<file path="config.mk">
export PLATFORM = sky130hd
export DESIGN_NAME = sram_arbiter_flat
export DESIGN_NICKNAME = d
export VERILOG_FILES = /design/src/rtl/sram_arbiter_if.sv /design/src/rtl/sram_arbiter.sv /design/src/flat_wrapper.sv
export SDC_FILE = /design/constraint.sdc
export NUM_CORES = 1
export LEC_CHECK = 0
export CAP_MARGIN = 10
export CORE_AREA = 2 2 123 125
export CTS_BUF_LIST = sky130_fd_sc_hd__clkbuf_8
export DETAILED_ROUTE_END_ITERATION = 16
export DIE_AREA = 0 0 125 127
export PLACE_DENSITY = 0.87
export SYNTH_ARGS = -nofsm -noshare
export SYNTH_HDL_FRONTEND = slang
export SYNTH_SLANG_ARGS = --single-unit
</file>
<file path="constraint.sdc">
create_clock -name clk -period 4.2 [get_ports clk]
set_input_delay 0.84 -clock clk [delete_from_list [all_inputs] [get_ports clk]]
set_output_delay 0.84 -clock clk [all_outputs]
set_load 0.02 [all_outputs]
</file>
<file path="src/rtl/sram_arbiter_if.sv">
// Bundle of requester ports, SRAM-controller ports and status for sram_arbiter.
// slave = arbiter side, master = requesters plus controller model side.
interface sram_arbiter_if #(
  parameter int ADDR_W = 32,
  parameter int DATA_W = 32
);
  logic              p0_req;
  logic              p1_req;
  logic              p0_we;
  logic              p1_we;
  logic [ADDR_W-1:0] p0_addr;
  logic [ADDR_W-1:0] p1_addr;
  logic [DATA_W-1:0] p0_wdata;
  logic [DATA_W-1:0] p1_wdata;
  logic [DATA_W-1:0] p0_rdata;
  logic [DATA_W-1:0] p1_rdata;
  logic              p0_ack;
  logic              p1_ack;
  logic              p0_ready;
  logic              p1_ready;
  logic              mem_read_en;
  logic              mem_write_en;
  logic [ADDR_W-1:0] mem_address;
  logic [DATA_W-1:0] mem_write_data;
  logic [DATA_W-1:0] mem_read_data;
  logic              mem_ready;
  logic              gnt;
  logic              busy;

  modport slave (
    input  p0_req, p1_req, p0_we, p1_we, p0_addr, p1_addr, p0_wdata, p1_wdata,
    input  mem_read_data, mem_ready,
    output p0_rdata, p1_rdata, p0_ack, p1_ack, p0_ready, p1_ready,
    output mem_read_en, mem_write_en, mem_address, mem_write_data, gnt, busy
  );

  modport master (
    output p0_req, p1_req, p0_we, p1_we, p0_addr, p1_addr, p0_wdata, p1_wdata,
    output mem_read_data, mem_ready,
    input  p0_rdata, p1_rdata, p0_ack, p1_ack, p0_ready, p1_ready,
    input  mem_read_en, mem_write_en, mem_address, mem_write_data, gnt, busy
  );
endinterface

</file>
<file path="src/rtl/sram_arbiter.sv">
// Two-port arbiter in front of a single SRAM controller: one latched transaction
// at a time, one-cycle ack, round-robin or fixed-priority grant.
module sram_arbiter #(
  parameter int ADDR_W     = 32,
  parameter int DATA_W     = 32,
  parameter bit FIXED_PRIO = 1'b0
) (
  input  logic            clk,
  input  logic            rst,
  sram_arbiter_if.slave   bus
);
  typedef enum logic [1:0] {IDLE, BUSY, RESP} state_t;

  state_t            state_reg;
  logic              last_gnt_reg;
  logic              gnt_reg;
  logic              we_reg;
  logic [ADDR_W-1:0] addr_reg;
  logic [DATA_W-1:0] wdata_reg;
  logic              read_en_reg;
  logic              write_en_reg;
  logic              busy_reg;
  logic [1:0]        ack_reg;
  logic [DATA_W-1:0] rdata_reg [2];

  logic [1:0]        req_vec;
  logic [1:0]        ready_vec;
  logic              tie_pick;
  logic              win_port;
  logic              win_we;
  logic [ADDR_W-1:0] win_addr;
  logic [DATA_W-1:0] win_wdata;

  assign req_vec = {bus.p1_req, bus.p0_req};

  generate
    if (FIXED_PRIO) begin : g_fixed
      assign tie_pick = 1'b0;
    end else begin : g_rr
      assign tie_pick = ~last_gnt_reg;
    end
  endgenerate

  always_comb begin
    win_port = tie_pick;
    if (req_vec == 2'b01)
      win_port = 1'b0;
    else if (req_vec == 2'b10)
      win_port = 1'b1;
  end

  assign win_we    = win_port ? bus.p1_we    : bus.p0_we;
  assign win_addr  = win_port ? bus.p1_addr  : bus.p0_addr;
  assign win_wdata = win_port ? bus.p1_wdata : bus.p0_wdata;

  // A port stalls from the moment it requests until its ack cycle.
  for (genvar gi = 0; gi < 2; gi++) begin : g_ready
    assign ready_vec[gi] = ~(req_vec[gi] & ~ack_reg[gi]);
  end

  always_ff @(posedge clk or negedge rst) begin
    if (!rst) begin
      state_reg    <= IDLE;
      last_gnt_reg <= 1'b1;
      gnt_reg      <= 1'b0;
      we_reg       <= 1'b0;
      addr_reg     <= '0;
      wdata_reg    <= '0;
      read_en_reg  <= 1'b0;
      write_en_reg <= 1'b0;
      busy_reg     <= 1'b0;
      ack_reg      <= 2'b00;
      rdata_reg[0] <= '0;
      rdata_reg[1] <= '0;
    end else begin
      case (state_reg)
        IDLE: begin
          ack_reg <= 2'b00;
          if (|req_vec) begin
            gnt_reg      <= win_port;
            we_reg       <= win_we;
            addr_reg     <= win_addr;
            wdata_reg    <= win_wdata;
            read_en_reg  <= ~win_we;
            write_en_reg <= win_we;
            busy_reg     <= 1'b1;
            state_reg    <= BUSY;
          end
        end
        BUSY: begin
          if (bus.mem_ready) begin
            if (!we_reg)
              rdata_reg[gnt_reg] <= bus.mem_read_data;
            read_en_reg      <= 1'b0;
            write_en_reg     <= 1'b0;
            ack_reg[gnt_reg] <= 1'b1;
            state_reg        <= RESP;
          end
        end
        RESP: begin
          // No grant here so a requester still holding req during its ack is not re-served.
          ack_reg      <= 2'b00;
          last_gnt_reg <= gnt_reg;
          busy_reg     <= 1'b0;
          state_reg    <= IDLE;
        end
        default: state_reg <= IDLE;
      endcase
    end
  end

  assign bus.p0_rdata       = rdata_reg[0];
  assign bus.p1_rdata       = rdata_reg[1];
  assign bus.p0_ack         = ack_reg[0];
  assign bus.p1_ack         = ack_reg[1];
  assign bus.p0_ready       = ready_vec[0];
  assign bus.p1_ready       = ready_vec[1];
  assign bus.mem_read_en    = read_en_reg;
  assign bus.mem_write_en   = write_en_reg;
  assign bus.mem_address    = addr_reg;
  assign bus.mem_write_data = wdata_reg;
  assign bus.gnt            = gnt_reg;
  assign bus.busy           = busy_reg;
endmodule

</file>
<file path="src/flat_wrapper.sv">
// flat-port wrapper written by rule: the top's interface ports become plain ports
module sram_arbiter_flat 
#(
  parameter int ADDR_W     = 32,
  parameter int DATA_W     = 32,
  parameter bit FIXED_PRIO = 1'b0
)
  (clk, rst, bus_p0_req, bus_p1_req, bus_p0_we, bus_p1_we, bus_p0_addr, bus_p1_addr, bus_p0_wdata, bus_p1_wdata, bus_mem_read_data, bus_mem_ready, bus_p0_rdata, bus_p1_rdata, bus_p0_ack, bus_p1_ack, bus_p0_ready, bus_p1_ready, bus_mem_read_en, bus_mem_write_en, bus_mem_address, bus_mem_write_data, bus_gnt, bus_busy);
  sram_arbiter_if #(.ADDR_W(ADDR_W), .DATA_W(DATA_W)) bus_i ();
  input  logic clk;
  input  logic rst;
  input wire logic [$bits(bus_i.p0_req)-1:0] bus_p0_req;
  input wire logic [$bits(bus_i.p1_req)-1:0] bus_p1_req;
  input wire logic [$bits(bus_i.p0_we)-1:0] bus_p0_we;
  input wire logic [$bits(bus_i.p1_we)-1:0] bus_p1_we;
  input wire logic [$bits(bus_i.p0_addr)-1:0] bus_p0_addr;
  input wire logic [$bits(bus_i.p1_addr)-1:0] bus_p1_addr;
  input wire logic [$bits(bus_i.p0_wdata)-1:0] bus_p0_wdata;
  input wire logic [$bits(bus_i.p1_wdata)-1:0] bus_p1_wdata;
  input wire logic [$bits(bus_i.mem_read_data)-1:0] bus_mem_read_data;
  input wire logic [$bits(bus_i.mem_ready)-1:0] bus_mem_ready;
  output wire logic [$bits(bus_i.p0_rdata)-1:0] bus_p0_rdata;
  output wire logic [$bits(bus_i.p1_rdata)-1:0] bus_p1_rdata;
  output wire logic [$bits(bus_i.p0_ack)-1:0] bus_p0_ack;
  output wire logic [$bits(bus_i.p1_ack)-1:0] bus_p1_ack;
  output wire logic [$bits(bus_i.p0_ready)-1:0] bus_p0_ready;
  output wire logic [$bits(bus_i.p1_ready)-1:0] bus_p1_ready;
  output wire logic [$bits(bus_i.mem_read_en)-1:0] bus_mem_read_en;
  output wire logic [$bits(bus_i.mem_write_en)-1:0] bus_mem_write_en;
  output wire logic [$bits(bus_i.mem_address)-1:0] bus_mem_address;
  output wire logic [$bits(bus_i.mem_write_data)-1:0] bus_mem_write_data;
  output wire logic [$bits(bus_i.gnt)-1:0] bus_gnt;
  output wire logic [$bits(bus_i.busy)-1:0] bus_busy;
  assign bus_i.p0_req = bus_p0_req;
  assign bus_i.p1_req = bus_p1_req;
  assign bus_i.p0_we = bus_p0_we;
  assign bus_i.p1_we = bus_p1_we;
  assign bus_i.p0_addr = bus_p0_addr;
  assign bus_i.p1_addr = bus_p1_addr;
  assign bus_i.p0_wdata = bus_p0_wdata;
  assign bus_i.p1_wdata = bus_p1_wdata;
  assign bus_i.mem_read_data = bus_mem_read_data;
  assign bus_i.mem_ready = bus_mem_ready;
  assign bus_p0_rdata = bus_i.p0_rdata;
  assign bus_p1_rdata = bus_i.p1_rdata;
  assign bus_p0_ack = bus_i.p0_ack;
  assign bus_p1_ack = bus_i.p1_ack;
  assign bus_p0_ready = bus_i.p0_ready;
  assign bus_p1_ready = bus_i.p1_ready;
  assign bus_mem_read_en = bus_i.mem_read_en;
  assign bus_mem_write_en = bus_i.mem_write_en;
  assign bus_mem_address = bus_i.mem_address;
  assign bus_mem_write_data = bus_i.mem_write_data;
  assign bus_gnt = bus_i.gnt;
  assign bus_busy = bus_i.busy;
  sram_arbiter #(.ADDR_W(ADDR_W), .DATA_W(DATA_W), .FIXED_PRIO(FIXED_PRIO)) u_core (.clk(clk), .rst(rst), .bus(bus_i));
endmodule
</file>
==> impl_metrics.ini <==
[sta]
maxSlewViolCount = 0
slew_headroom_pct = 19.3
tightest_slew_ps = 1210
layout_min_cycle_time_ps = 2790
hold_viol_final = 0
clock.fmax_ghz = 0.358
rsz0062_at_grt = no
worst_slack_ps = 1410
clock_skew_ps = 15.7
report.final.setup_viol = 0
finalCritPeriodShare_pct = 66.5
tns_ps = 0

[worst_setup_path]
rr_worst_depth = 4
startpoint_type = input pin
ff2ff_setup_slack_ps = 1550
cp_slowest_cell = clkdlybuf4s50_1
critPathMaxStageDelay_ps = 560
rr_startpoint = u_core.state_reg[1]
reg2reg_to = u_core.bus.mem_write_data[9]
worst-path-max-fanout = 24
worst_ep_required_time_ps = 3360
cp.arrival_ps = 1950
timing_worst_setup_path_type = in2out
cp_cell_sequence = buf_2 > nand2b_1 > clkdlybuf4s50_1
crit_path_end_kind = output port

[placed_design]
hpwl_microns = 14600
dp_slack_ps = 1410
port_buffers = 302
place.gp.congestion = 0.809

[clocking]
insertion_delay_ps = 440
clockBufferDepth = 2
clkTransAtPathRegs_ps = 80
htree_levels = 4
cts_tree = yes
cts_resized = 0
hold_buffers = 0
cts_sinks = 138
root_buffer = clkbuf_8
cts_made_buffers = 17
post_cts_buffers = 0

[drt]
drc = 0
drt_iter0_markers = 545
antenna_left = 0
finalWirelength_microns = 21800
vias = 6357
dr.pass1.iters = 5
wl_per_cell_microns = 21.3
via_per_inst = 6.20

[die]
start_util_pct = 45.7
core_area_sq_mm = 0.0144
rows = 44
die_w_microns = 125
die_h_microns = 127
num_io_pins = 303
dieArea_sq_mm = 0.0159

[final_layout]
fin_nets = 995
drive_gt1_share_pct = 14.0
final_common_cell = clkdlybuf4s50_1
ff_latch_area_sq_mm = 0.00346
n_antenna_cell = 0
final_cell_mix = 299 x clkdlybuf4s50_1, 136 x dfrtp_1, 128 x o2111ai_1, 66 x o21ai_0
nFillCells = 1018
multi_input_area_sq_mm = 0.00278
area_growth_syn_to_layout_pct = 51.9

[yosys]
synth_area_sq_mm = 0.00659
seq_area_frac_synth_pct = 52.5
synth_nets = 743
synth_cell_types = 30
syn_avg_cell_area_sq_um = 11.4
syn_inst = 576
yosys_warnings = 0
synth-seq-cells = 138

[grt]
antenna_found_initial = 1
overflow = 0
grt_max_degree = 87
grt_pass1_wl_microns = 34500
grt_usage_pct = 27.1
grt_pass1_vias = 6493

[run]
drv_cap = 0

[worst_hold_path]
hp-class = in2async

[pwr]
p_per_area_mw_per_mm2 = 749
leakage_nw = 3.93
peakVddDrop_v = 0.000433

[status]
outcome = complete, no violations
[critical path, delay by kind of cell]
family | cells | cell delay [ps]
buffers and inverters | 2 | 990
and+or+nand+nor | 1 | 110
[cell families after synthesis]
kind of cell / share of synthesized area (%)
AO/OA/AOI/OAI: 23.5
buffers and inverters: 5.62
flip-flops: 52.5
multiplexers: 11.5
AND/OR/NAND/NOR: 6.99
[worst max path at each step]
| stage | slack (ps) | from | cells after the start | end |
|---|---|---|---|---|
| after detailed placement | 1410 | bus_p0_req | 6 | u_core.bus.mem_address[8] |
| after global routing | 1380 | bus_p1_req | 3 | bus_p1_ready |
| after floorplan | 1910 | bus_p0_req | 3 | bus_p0_ready |
| after CTS | 1440 | bus_p1_req | 3 | bus_p1_ready |
| final | 1410 | bus_p1_req | 3 | bus_p1_ready |
| after global placement | 1430 | bus_p1_req | 3 | bus_p1_ready |
[report_power, final]
part	internal, mW	leakage (nW)	switching (mW)	total [mW]
clock	0.606	0.207	0.526	1.13
combinational	1.81	2.04	2.13	3.94
sequential	1.99	1.68	0.436	2.42
total	4.40	3.93	3.09	7.50
[cell type report]
cell class / count / share of cell area [%]
clock buffers: 18 / 2.48
clock inverters: 14 / 1.70
inverters: 5 / 0.188
multi-input cells: 356 / 27.8
flip-flops and latches: 138 / 34.6
well taps: 184 / 2.30
repair buffers: 310 / 31.0
[stage by stage]
step	cells	power, mW	hold WS, ps	area, sq um	util [%]
2_1_floorplan	576	4.48	544	6590	-
3_3_place_gp	993	6.22	468	9580	66.4
3_5_place_dp	993	6.38	493	9580	66.4
4_1_cts	1025	7.53	377	10000	69.3
5_1_grt	1025	7.89	394	10000	69.3
6_report	1025	7.50	366	10000	69.3
[metal layers]
layer	vias to the layer above	GRT usage [%]	share of wire, %	wire (microns)
li1	2800	-	-	-
met1	3118	33.7	40	8690
met2	380	45.2	48	10600
met3	57	7.29	8.5	1850
met4	2	11.4	3.2	695
met5	-	0	0.032	7
[cell usage after synthesis]
master	count	area [sq um]
buf_2	20	100
inv_1	2	7.51
nand2_1	1	3.75
a21oi_1	2	10.0
o211ai_1	2	15.0
nand3b_1	1	7.51
a21boi_0	1	7.51
o21bai_1	1	7.51
o2111ai_1	128	1120
o31ai_1	4	30.0
mux2_2	64	721
dfstp_2	1	26.3
dfrtp_1	137	3430
a211oi_1	1	7.51
nor2b_1	4	25.0
buf_4	4	30.0
inv_2	3	11.3
o21a_1	1	7.51
buf_1	4	15.0
o21ai_1	2	10.0
nand3_1	64	320
nor3_4	1	16.3
mux2_1	3	33.8
nand2b_1	5	31.3
nor2_1	2	7.51
or3b_2	1	8.76
o21ai_0	66	330
buf_6	3	33.8
nand3b_4	2	40.0
clkbuf_1	46	173
(Power assumes the default switching activity.)
